### config.mk
export PLATFORM = sky130hd
export DESIGN_NAME = serial_adder
export DESIGN_NICKNAME = d
export VERILOG_FILES = /design/src/rtl/serial_adder.sv
export SDC_FILE = /design/constraint.sdc
export NUM_CORES = 1
export LEC_CHECK = 0
export CAP_MARGIN = 25
export CORE_MARGIN = 5
export CORE_UTILIZATION = 45
export CTS_CLUSTER_DIAMETER = 80
export DETAILED_ROUTE_END_ITERATION = 8
export PLACE_DENSITY = 0.79
export SYNTH_ARGS = -nofsm -noshare
export SYNTH_HDL_FRONTEND = slang
export SYNTH_SLANG_ARGS = --single-unit
export TNS_END_PERCENT = 10
### constraint.sdc
create_clock -name clk -period 2.2 [get_ports clk]
set_clock_uncertainty 0.05 [all_clocks]
set_input_delay 0.44 -clock clk [delete_from_list [all_inputs] [get_ports clk]]
set_output_delay 0.44 -clock clk [all_outputs]
set_load 0.01 [all_outputs]
### src/rtl/serial_adder.sv
// rtl/serial_adder.sv - bit-serial adder, LSB first, one bit per clock with start/busy/done handshake
module serial_adder #(
    parameter int WIDTH = 8
) (
    input  logic             clk,
    input  logic             rst_n,
    input  logic             start,
    input  logic [WIDTH-1:0] a,
    input  logic [WIDTH-1:0] b,
    input  logic             cin,
    output logic             busy,
    output logic             done,
    output logic [WIDTH-1:0] sum,
    output logic             cout
);

    localparam int CW = $clog2(WIDTH);
    localparam logic [CW-1:0] LAST = CW'(WIDTH - 1);

    typedef enum logic [1:0] {
        IDLE = 2'd0,
        ADD  = 2'd1,
        DONE = 2'd2
    } state_t;

    state_t           r_state;
    logic [WIDTH-1:0] r_sa;
    logic [WIDTH-1:0] r_sb;
    logic [WIDTH-1:0] r_res;
    logic             r_carry;
    logic [CW-1:0]    r_count;

    logic             w_s;
    logic             w_c;

    // Same sum / majority-carry equation as the single-bit full adder stage.
    assign w_s = r_sa[0] ^ r_sb[0] ^ r_carry;
    assign w_c = (r_sa[0] & r_sb[0]) | (r_sa[0] & r_carry) | (r_sb[0] & r_carry);

    always_ff @(posedge clk or negedge rst_n) begin
        if (!rst_n) begin
            r_state <= IDLE;
            r_sa    <= '0;
            r_sb    <= '0;
            r_res   <= '0;
            r_carry <= 1'b0;
            r_count <= '0;
            busy    <= 1'b0;
            done    <= 1'b0;
            sum     <= '0;
            cout    <= 1'b0;
        end else begin
            busy <= 1'b0;
            done <= 1'b0;
            case (r_state)
                IDLE: begin
                    if (start) begin
                        r_sa    <= a;
                        r_sb    <= b;
                        r_carry <= cin;
                        r_count <= '0;
                        busy    <= 1'b1;
                        r_state <= ADD;
                    end
                end
                ADD: begin
                    r_sa    <= r_sa >> 1;
                    r_sb    <= r_sb >> 1;
                    r_res   <= {w_s, r_res[WIDTH-1:1]};
                    r_carry <= w_c;
                    r_count <= r_count + CW'(1);
                    if (r_count == LAST) begin
                        sum     <= {w_s, r_res[WIDTH-1:1]};
                        cout    <= w_c;
                        done    <= 1'b1;
                        r_state <= DONE;
                    end else begin
                        busy <= 1'b1;
                    end
                end
                DONE: begin
                    r_state <= IDLE;
                end
                default: begin
                    r_state <= IDLE;
                end
            endcase
        end
    end

endmodule
; ---- After elaboration in Yosys (flattened, before gate mapping)
; Cells that the tools add are included.
[word_totals]
register_bits = 41
out_inout_bits = 11
[classes]
addsub = 1
eq_ne = 4
mux = 16
bitwise_logic = 7
reduce_logical = 5
[op_table]
columns = operator, count
row1 = 8-bit one-hot mux with 2 select lines, 2
row2 = 8-bit two-way mux, 2
row3 = 3-bit one-hot mux with 2 select lines, 1
row4 = 2-bit AND reduction, 3
row5 = 1-bit two-way mux, 5
row6 = 2-bit two-way mux, 2
row7 = 2-bit != test (second input constant), 2
row8 = 1-bit one-hot mux with 2 select lines, 2
row9 = 2-bit one-hot mux with 2 select lines, 1
row10 = 3-bit by 1-bit adder with 3-bit output (second input constant), 1
row11 = 1-bit AND, 3
row12 = 3-bit == test (second input constant), 1
row13 = 3-bit two-way mux, 1
row14 = 2-bit by 1-bit == test with 1-bit output (second input constant), 1
row15 = 2-bit logical NOT, 1
row16 = 1-bit bitwise OR, 2
row17 = 2-bit nonzero test, 1
row18 = 1-bit XOR, 2

; ---- Depth between registers and ports, before layout
; Gate-level depths: netlist (run 1).
[logic_depth]
word_depth = 4
mapped_depth = 5

; ---- Least setup slack after synthesis (run 1)
; No wires, ideal clock.
[synth_timing]
path_kind = reg-to-reg
start = register r_count[0]
end = register cout
setup_time_ps = 128
arrival_ps = 1366
path_slack_ps = 656
path_stages_with_launch = 6
n_path_buf = 1
period_less_slack_ps = 1544
path_cell_list = dfrtp_1 > ha_1 > ha_1 > nand3b_1 > buf_2 > mux2_1
[synth_between]
elab_chain_cells = 2
[synth_rtl]
columns = element, line
row1 = start: declaration, 31  ; logic [CW-1:0] r_count;
row2 = start signal: assignment, 71  ; r_count <= r_count + CW'(1);
row3 = 3-bit == test, 72  ; if (r_count == LAST) begin
row4 = 2-bit AND reduction (no source line), n/a
row5 = end signal: assignment, 74  ; cout <= w_c;
row6 = end: declaration, 14  ; output logic cout
; Every way passes these cells.
; A chain may end at the register's enable or synchronous reset.

; ---- Worst setup path in the final report (run 1)
[layout_timing]
start = input start
end = register r_sa[6]
[layout_between]
elab_chain_cells = 2
[layout_rtl]
columns = element, line
row1 = start: declaration, 7  ; input logic start,
row2 = 2-bit != test (no source line), n/a
row3 = 2-bit AND reduction (no source line), n/a
row4 = end signal: assignment, 67  ; r_sa <= r_sa >> 1;
row5 = end: declaration, 27  ; logic [WIDTH-1:0] r_sa;
; Every way passes these cells.

==> results of run 1 <==
[layer usage]
metal  share of wire [%]  routed length (um)
met2                  50                1594
met3                 5.9                 190
met5                   0                   0
met4                0.53                  17
met1                  44                1409
[stage by stage]
stage	std cells	hold slack, ns
global placement	197	0.3318
global route	205	0.04104
detailed placement	197	0.3365
finish	205	0.01811
CTS	205	0.02091
floorplan	122	0.09441
[worst max-delay path, delay by kind of cell]
family	cells	cell delay [ns]
buf+inv	1	0.79
simple gates	1	0.49
compound gates	1	0.14
[registers in the layout (all words and copies together), names as in the netlist]
register	count
r_sa	8
r_sb	8
sum	8
r_res	7
r_count	3
r_state	2
busy	1
cout	1
done	1
r_carry	1
[area by class of cell]
type	count	area, um^2
repair buffers	37	347.8
clock buffers	7	96.34
flip-flops and latches	40	1001
fillers	306	1475
clock inverters	1	30.03
inverters	4	15.01
well taps	48	60.06
multi-input cells	68	690.7
[final timing paths]
kind	startpoint	end	slack, ns
min in group clk	sum[6]	sum[6]	0.44
hold reg to reg	sum[6]	sum[6]	0.44
hold / removal	rst_n	sum[5]	0.02
setup / recovery	start	r_sa[6]	0.47
setup reg to reg	r_state[0]	r_res[1]	0.50
max in group asynchronous	rst_n	done	1.56
[layout by cell type, fill, tap and decap left out, drive strengths merged]
cell type / count
dfrtp: 40
clkdlybuf4s50: 29
nor4b: 2
a211o: 2
nand2b: 3
o21ba: 1
nor2b: 1
or4b: 13
bufinv: 1
inv: 4
clkbuf: 7
ha: 2
a221oi: 1
o221a: 13
nand3b: 1
o21bai: 1
a22o: 2
a211oi: 1
mux2i: 1
mux2: 16
buf: 8
fa: 1
a21oi: 2
nor3b: 3
nor4bb: 2
[power by group]
group	switching [mW]	total, mW	internal (mW)
clock	0.240	0.640	0.400
combinational	0.387	1.05	0.667
sequential	0.257	1.34	1.08
total	0.885	3.03	2.15
[cell families after synthesis]
family,Yosys count
buffers and inverters,14
AND/OR/NAND/NOR,25
adder cells (fa/ha/maj),3
multiplexers,17
AO/OA/AOI/OAI,23
flip-flops,40
==> reports/metrics.csv, run 1 <==
stage,metric,value,unit
status,result of the run,completed,
pwr,IR Drop Worst-Case VDD,0.0005844,V
clock_network,Hold Buf Count CTS,0,
synth,combinational family with the most area after synthesis,simple AND/OR/NAND/NOR gates,
drt,routed wire length,3211,um
die,effective utilization at floorplan,47.24,%
drt,starting DRC count in detailed routing,23,
timing,time the worst path needs with I/O delays and setup,1.733,ns
final_layout,fraction of layout cells with a size suffix above 1,23.57,%
synth,"Async S/R FF share, synth",100.0,%
global_route,pin count of the biggest net entering global routing,28,
synth,compound-gate portion of the synthesized area,12.83,%
synth,total standard cell area after synthesis,0.001755,mm^2
final_layout,final non-filler cell area,0.002241,mm^2
place,estimated wirelength of the detail-placed design,2349,um
pwr,leakage power,0.9589,nW
clock_network,CTS Buffer Depth,2,
timing,number of hold violations in the final report,0,
synth,number of warning messages in the yosys log,0,
synth,adder and majority cell fraction of the synthesized area,2.566,%
synth,"share of synthesized cell area in and, or, nand and nor gates",13.11,%
global_route,busiest layer in global routing,met2,
final_layout,utilization of the core after routing,60.30,%
synth,number of register bits inferred by synthesis,40,
global_route,number of global-route vias before repair,1173,
place,gp weighted congestion,0.7616,
global_route,met2 global-route usage,21.23,%
drt,detailed-routing iteration count for the pre-antenna-repair pass,4,
clock_network,number of clock sinks,40,
clock_network,CTS clock-pin slew for the worst setup and hold paths,0.07,ns
synth,Post-Syn Instances,122,
worst_setup_path,arrival time at the worst endpoint,1.86,ns
final_layout,antenna cell count,0,
synth,cell accounting for the most synthesized area,dfrtp_1,
worst_setup_path,delay contributed by the slowest stage of the critical path,0.79,ns
global_route,Overflow after GRT,0,
drt,routed wire length per instance,15.66,um
timing,number of max-slew violations in the final report,0,
worst_setup_path,crit path capture type,register,
worst_setup_path,largest fanout on the critical path,19,
clock_network,CTS H-Tree Depth,2,
synth,sequential-to-total area share from yosys stat,57.02,%
final_layout,layout overhead on the synthesized area,27.66,%
place,Worst Setup Slack post-DPL,0.1627,ns
global_route,global-route usage over all layers,13.74,%
synth,total nets after synthesis,145,
drt,total vias in the final route,1146,
timing,Fmax achieved,577.2,MHz
die,overall die area,0.005250,mm^2
synth,top flip-flop cell by instance count after synthesis,dfrtp_1,
flow_run,Max Cap Viol,0,
synth,Syn Area/Cell,14.39,um^2
drt,number of vias per cell after detailed routing,5.590,
synth,count of flip-flops with a built-in enable after synthesis,0,
synth,multiplexer share of the synthesized area,10.83,%
clock_network,clock insertion delay at the later pin of the skew report,0.29,ns
worst_setup_path,CP required,2.33,ns
die,width of the chip,72.46,um
worst_setup_path,slowest cell on the critical path,clkdlybuf4s50_1,
clock_network,post-CTS setup buffer count,0,
clock_network,cell chosen for the clock root,clkbuf_8,
synth,largest cells by area after synthesis,"dfrtp_1 (57%), o221a_2 (8.3%), or4b_1 (7.4%)",
place,number of input and output port buffers inserted,30,
timing,final setup slack of the worst path,0.4675,ns
global_route,antenna violations before repair,0,
synth,share of the synthesized netlist area taken by xor and xnor gates,0,%
pwr,Total Power,3.031,mW
synth,most numerous cell types in the synthesized netlist,"dfrtp_1 (40), o221a_2 (13), or4b_1 (13)",
synth,count of unique library cells instantiated by Yosys,25,
synth,share of the synthesized area in the top cell type,57.02,%
worst_setup_path,classification of the worst setup path,in2reg,
worst_setup_path,sort of element at the start of the critical path,input port,
timing,setup repair after global routing missed its margin,no,
global_route,GR Layer Usage met1,17.95,%
timing,normalized max-slew margin,51.41,%
die,core region area,0.003716,mm^2
die,count of pins on the block boundary,31,
worst_setup_path,cell breakdown of the critical path,clkdlybuf4s50_1 > or4b_1 > o221a_2,
clock_network,total of cells resized after clock tree synthesis,0,
die,number of cell rows,22,
pwr,Pwr per Cell Area,1352,mW/mm^2
global_route,global-route wire length before repair,5540,um
global_route,met3 demand-to-capacity share in global routing,4.709,%
die,Die H,72.46,um
worst_setup_path,path depth of the worst reg2reg path,2,
place,placed cell areas,0.002115,mm^2
clock_network,TritonCTS Buffers,5,
final_layout,count of nets after finishing,179,
clock_network,clock tree from TritonCTS,done,
drt,remaining antenna violation count,0,
drt,DRC violations left,0,
timing,final count of negative-setup-slack endpoints,0,
synth,most numerous cell in the Yosys netlist,dfrtp_1,
timing,pin slew with the least headroom to its limit,0.7289,ns
timing,period utilization,78.75,%
timing,setup TNS,0,ns
min_path,worst min path class,in2async,
(Power assumes the default switching activity.)
==> run 2, diff against run 1 <==
- clock period: 2.2 -> 1.8 ns (I/O delays scaled with it)
==> run 2 against run 1 <==
Effect of this change:
- via count is 2.8% higher
- cell area rose by 0.45%
- critical path type is now reg2reg
- sequential cell count unchanged
- global-route usage is 0.48 points higher
- setup slack worse by 0.29 ns
- register-to-register slack worse by 0.33 ns
- die area did not move
- wire length increased by 4.2%
==> reports/metrics.csv, run 2 (synthesis results as in run 1) <==
stage,metric,value,unit,change
status,result of the run,completed,,
die,core region area,0.003716,mm^2,unchanged
clock_network,TritonCTS Buffers,5,,unchanged
final_layout,"most common cell after layout, fill and taps aside",dfrtp_1,,
timing,number of max-slew violations in the final report,0,,unchanged
timing,setup repair after global routing missed its margin,no,,
place,number of placed instances with taps included,198,,+0.51%
drt,DRC violations left,0,,unchanged
worst_setup_path,classification of the worst setup path,reg2reg,,
worst_setup_path,largest fanout on the critical path,11,,-8
timing,time the worst path needs with I/O delays and setup,1.627,ns,
clock_network,CTS Buffer Depth,2,,unchanged
min_path,worst min path class,reg2reg,,
drt,remaining antenna violation count,0,,unchanged
worst_setup_path,delay contributed by the slowest stage of the critical path,0.40,ns,-0.39 ns
worst_setup_path,library cell appearing most often on the critical path,ha_1,,
final_layout,most used cells in the layout excluding fill and tap cells,"dfrtp_1 (40), clkdlybuf4s50_1 (29), or4b_1 (13), o221a_2 (13), mux2_1 (10)",,
final_layout,fraction of layout cells with a size suffix above 1,23.27,%,-0.30 points
worst_setup_path,slowest cell on the critical path,dfrtp_1,,
worst_setup_path,combined buffer and inverter count along the critical path,1,,unchanged
drt,routed wire length per instance,16.16,um,+3.2%
global_route,number of global-route vias before repair,1195,,+1.9%
global_route,Overflow after GRT,0,,unchanged
worst_setup_path,crit path capture type,register,,
global_route,global-route wire length before repair,5802,um,+4.7%
die,width of the chip,72.46,um,unchanged
clock_network,post-CTS setup buffer count,0,,unchanged
die,number of cell rows,22,,unchanged
pwr,Pwr per Cell Area,1589,mW/mm^2,+18%
final_layout,non-filler cells in the finished layout,207,,+0.98%
pwr,IR Drop Worst-Case VDD,0.0007011,V,+20%
worst_setup_path,arrival time at the worst endpoint,1.75,ns,-0.11 ns
drt,routed wire length,3345,um,+4.2%
timing,pin slew with the least headroom to its limit,0.6034,ns,-0.1255 ns
timing,setup TNS,0,ns,unchanged
clock_network,cell chosen for the clock root,clkbuf_8,,
worst_setup_path,cell breakdown of the critical path,ha_1 > ha_1 > nand3b_1 > buf_4 > mux2_1,,
die,Die H,72.46,um,unchanged
die,count of pins on the block boundary,31,,unchanged
drt,detailed-routing iteration count for the pre-antenna-repair pass,4,,unchanged
drt,total vias in the final route,1178,,+2.8%
pwr,Total Power,3.577,mW,+18%
clock_network,number of clock sinks,40,,unchanged
worst_setup_path,CP required,1.92,ns,-0.41 ns
global_route,antenna violations before repair,0,,unchanged
final_layout,layout overhead on the synthesized area,28.23,%,
clock_network,total of cells resized after clock tree synthesis,0,,unchanged
global_route,global-route usage over all layers,14.22,%,+0.48 points
place,estimated wirelength of the detail-placed design,2384,um,+1.5%
place,gp weighted congestion,0.7726,,+1.4%
clock_network,clock insertion delay at the later pin of the skew report,0.29,ns,about the same
final_layout,utilization of the core after routing,60.57,%,+0.27 points
final_layout,antenna cell count,0,,unchanged
clock_network,CTS H-Tree Depth,2,,unchanged
drt,number of vias per cell after detailed routing,5.691,,+1.8%
flow_run,Max Cap Viol,0,,unchanged
clock_network,clock tree from TritonCTS,done,,
worst_setup_path,crit-path leading delay family,adder cells,,
global_route,pin count of the biggest net entering global routing,41,,+46%
timing,normalized max-slew margin,59.77,%,+8.4 points
worst_setup_path,sort of element at the start of the critical path,register,,
pwr,leakage power,0.9575,nW,-0.15%
timing,final count of negative-setup-slack endpoints,0,,unchanged
final_layout,count of nets after finishing,181,,+1.1%
timing,final setup slack of the worst path,0.1728,ns,-0.2946 ns
die,effective utilization at floorplan,47.24,%,unchanged
final_layout,largest registers in the final layout,"r_sa (8), r_sb (8), sum (8)",,
timing,Fmax achieved,614.6,MHz,
timing,number of hold violations in the final report,0,,unchanged
drt,starting DRC count in detailed routing,52,,+130%
clock_network,CTS clock-pin slew for the worst setup and hold paths,0.07,ns,about the same
die,overall die area,0.005250,mm^2,unchanged
timing,period utilization,90.40,%,
place,number of input and output port buffers inserted,30,,unchanged
place,Worst Setup Slack post-DPL,0.01838,ns,-0.1444 ns
-- run 2: worst paths after layout --
check,from,end,slack [ns],depth (start not counted)
max,r_count[0],sum[2],0.17,5
min,r_res[1],sum[0],0.44,1
max reg2reg,r_count[0],sum[2],0.17,5
min reg2reg,r_res[1],sum[0],0.44,1
max in group asynchronous,rst_n,busy,1.00,3
min in group asynchronous,rst_n,r_sb[1],0.51,3
-- run 2: what timing repair did --
item	CTS	global route
hold endpoints to repair	40	0
hold buffers	1	0
setup endpoints to repair	0	0
-- run 2: worst register-to-register path, stage by stage, from the launching register on --
cell and delay [ns]:
dfrtp_1 0.40, ha_1 0.21, ha_1 0.21, nand3b_1 0.09, buf_4 0.21, mux2_1 0.35
-- run 2: where the power goes --
part	switching [mW]	leakage, nW	internal, mW
clock	0.308	0.0445	0.311
combinational	0.502	0.441	0.839
sequential	0.298	0.472	1.32
total	1.11	0.957	2.47
-- run 2: cell type report --
class | count | area [um^2]
Clock buffer | 7 | 86.33
Clock inverter | 1 | 7.507
Fill cell | 315 | 1465
Inverter | 4 | 15.01
Multi-Input combinational cell | 68 | 690.7
Sequential cell | 40 | 1001
Tap cell | 48 | 60.06
Timing Repair Buffer | 39 | 390.4
-- run 2: per-layer routing --
layer / share of wire [%] / global-route usage (%) / wire (um) / vias up
met1: 44 / 18.46 / 1470 / 597
met5: 0 / 0 / 0 / -
met2: 49 / 22.85 / 1654 / 32
li1: - / - / - / 545
met3: 5.7 / 4.848 / 191 / 4
met4: 0.84 / 3.689 / 28 / 0
-- run 2: stage by stage --
stage          hold WS, ns  area, um^2
6_report            0.4374        2251
5_1_grt             0.4622        2251
4_1_cts             0.4471        2251
3_5_place_dp        0.2971        2147
3_3_place_gp        0.2919        2147
2_1_floorplan      0.01441        1755
==> run 3, diff against run 2 <==
- CORE_UTILIZATION: 45 -> 51
- PLACE_DENSITY: 0.79 -> 0.87
==> run 3 against run 2 <==
Effect of this change:
- global-route usage rose by 2.6 points
- worst hold slack got worse by 0.43 ns
- total power fell by 3.8%
- clock power fell by 24%
- count of clock-buffer cells in the layout fell by 1
- non-clock buffer count fell by 1
- critical path depth fell by 2
- critical path type unchanged
- critical endpoint is now r_res[6]
- largest power group unchanged
==> reports/metrics.csv, run 3 (synthesis results as in run 1) <==
stage,metric,value,unit,change
status,result of the run,completed,,
global_route,met2 global-route usage,27.53,%,+4.7 points
timing,final setup slack of the worst path,0.1262,ns,-0.04665 ns
place,number of placed instances with taps included,196,,-1.0%
pwr,part of the total power dissipated in the clock network,13.7,%,-3.6 points
timing,normalized max-slew margin,58.28,%,-1.5 points
clock_network,number of clock sinks,40,,unchanged
die,width of the chip,68.67,um,-5.2%
clock_network,CTS Buffer Depth,2,,unchanged
die,number of cell rows,21,,-4.5%
clock_network,total of cells resized after clock tree synthesis,0,,unchanged
clock_network,cell chosen for the clock root,clkbuf_4,,
clock_network,Hold Buf Count CTS,0,,-1
global_route,pin count of the biggest net entering global routing,41,,unchanged
global_route,antenna violations before repair,0,,unchanged
pwr,share of total power in sequential cells,47.2,%,+2.0 points
die,count of pins on the block boundary,31,,unchanged
clock_network,post-CTS setup buffer count,0,,unchanged
die,effective utilization at floorplan,52.61,%,+5.4 points
clock_network,CTS clock-pin slew for the worst setup and hold paths,0.11,ns,+0.04 ns
clock_network,clock tree from TritonCTS,done,,
drt,total vias in the final route,1191,,+1.1%
pwr,cell internal power dissipation,2.338,mW,-5.3%
timing,pin slew with the least headroom to its limit,0.6258,ns,+0.02232 ns
flow_run,Max Cap Viol,0,,unchanged
worst_setup_path,sort of element at the start of the critical path,register,,
place,estimated wirelength of the detail-placed design,2432,um,+2.0%
global_route,global-route usage over all layers,16.77,%,+2.6 points
worst_setup_path,crit path capture type,register,,
final_layout,largest registers in the final layout,"r_sa (8), r_sb (8), sum (8)",,
place,Worst Setup Slack post-DPL,-0.02250,ns,-0.04088 ns
global_route,met3 demand-to-capacity share in global routing,3.728,%,-1.1 points
drt,remaining antenna violation count,0,,unchanged
timing,number of hold violations in the final report,0,,unchanged
drt,routed wire length per instance,16.79,um,+3.9%
drt,routed wire length,3425,um,+2.4%
clock_network,CTS H-Tree Depth,2,,unchanged
final_layout,count of nets after finishing,180,,-0.55%
pwr,switching share of power,32.09,%,+1.1 points
die,core region area,0.003337,mm^2,-10%
worst_setup_path,CP required,1.99,ns,+0.07 ns
final_layout,"most common cell after layout, fill and taps aside",dfrtp_1,,
die,overall die area,0.004716,mm^2,-10%
drt,detailed-routing iteration count for the pre-antenna-repair pass,4,,unchanged
global_route,GR Layer Usage met1,20.78,%,+2.3 points
place,number of input and output port buffers inserted,30,,unchanged
clock_network,clock insertion delay at the later pin of the skew report,0.34,ns,+0.05 ns
pwr,logic gate share of total power,39.0,%,+1.5 points
pwr,Pwr per Cell Area,1578,mW/mm^2,-0.67%
global_route,Overflow after GRT,0,,unchanged
worst_setup_path,classification of the worst setup path,reg2reg,,
pwr,leakage power,0.9377,nW,-2.1%
final_layout,most used cells in the layout excluding fill and tap cells,"dfrtp_1 (40), clkdlybuf4s50_1 (29), or4b_1 (13), o221a_2 (13), mux2_1 (10)",,
final_layout,layout overhead on the synthesized area,24.23,%,
timing,final count of negative-setup-slack endpoints,0,,unchanged
worst_setup_path,largest fanout on the critical path,21,,+10
drt,number of vias per cell after detailed routing,5.838,,+2.6%
pwr,switching power,1.105,mW,-0.26%
timing,period utilization,92.99,%,+2.6 points
drt,starting DRC count in detailed routing,73,,+40%
final_layout,non-filler cells in the finished layout,204,,-1.4%
timing,number of max-slew violations in the final report,0,,unchanged
drt,DRC violations left,0,,unchanged
timing,Fmax achieved,597.4,MHz,-2.8%
clock_network,TritonCTS Buffers,5,,unchanged
timing,setup TNS,0,ns,unchanged
timing,time the worst path needs with I/O delays and setup,1.674,ns,+0.04665 ns
final_layout,final non-filler cell area,0.002181,mm^2,-3.1%
die,Die H,68.67,um,-5.2%
global_route,number of global-route vias before repair,1215,,+1.7%
global_route,busiest layer in global routing,met2,,
min_path,worst min path class,in2async,,
final_layout,fraction of layout cells with a size suffix above 1,24.05,%,+0.78 points
global_route,global-route wire length before repair,5658,um,-2.5%
timing,setup repair after global routing missed its margin,no,,
place,gp weighted congestion,0.7394,,-4.3%
worst_setup_path,arrival time at the worst endpoint,1.86,ns,+0.11 ns
pwr,IR Drop Worst-Case VDD,0.0007202,V,+2.7%
final_layout,antenna cell count,0,,unchanged
pwr,Total Power,3.442,mW,-3.8%
place,placed cell areas,0.002120,mm^2,-1.3%
run 3: cell count changes in the layout (fill, tap and decap cells not counted), sizes merged:
cell / before / now
clkinv: 0 / 2
clkbuf: 7 / 6
clkinvlp: 1 / 0
dlygate4sd3: 1 / 0
run 3: worst max-delay path, cell delays in order, from the launching register on:
cell      delay, ns
dfrtp_1        0.75
nand2b_1       0.21
buf_4          0.21
mux2_2         0.35
run 3: per-layer routing:
metal / up-vias / part of all wire [%]
met5: - / 0
met4: 0 / 1.8
met3: 8 / 5.8
met2: 39 / 51
met1: 600 / 42
li1: 544 / -
run 3: worst paths after layout:
| kind | to | startpoint | slack, ns | cells past startpoint |
|---|---|---|---|---|
| max in group asynchronous | r_count[1] | rst_n | 1.36 | 2 |
| hold reg to reg | r_count[0] | r_count[0] | 0.44 | 1 |
| min in group clk | r_count[0] | r_count[0] | 0.44 | 1 |
| setup / recovery | r_res[6] | r_state[1] | 0.13 | 3 |
| setup reg to reg | r_res[6] | r_state[1] | 0.13 | 3 |
| hold / removal | r_res[5] | rst_n | 0.004 | 2 |
run 3: final cells by class:
| cell class | instances | area (um^2) |
|---|---|---|
| clock buffer | 6 | 51.30 |
| clock inverter | 2 | 10.01 |
| fill | 269 | 1156 |
| inverter | 4 | 15.01 |
| multi-input combinational | 68 | 690.7 |
| sequential | 40 | 1001 |
| tap | 46 | 57.56 |
| timing repair buffer | 38 | 355.3 |
run 3: metrics by stage:
step                      hold slack [ns]  util, %
final                            0.004057    65.35
after global routing              0.04245    65.35
after CTS                        0.008833    65.35
after detailed placement           0.3945    63.52
after global placement             0.3817    63.52
after floorplan                   0.01441        -
run 3: power by group through the flow:
stage / clock network (mW) / registers [mW] / logic, mW
finish: 0.472 / 1.63 / 1.34
floorplan: 0 / 1.57 / 0.888
global placement: 0 / 1.62 / 1.28
global route: 0.522 / 1.68 / 1.48
CTS: 0.485 / 1.63 / 1.37
detailed placement: 0 / 1.64 / 1.37
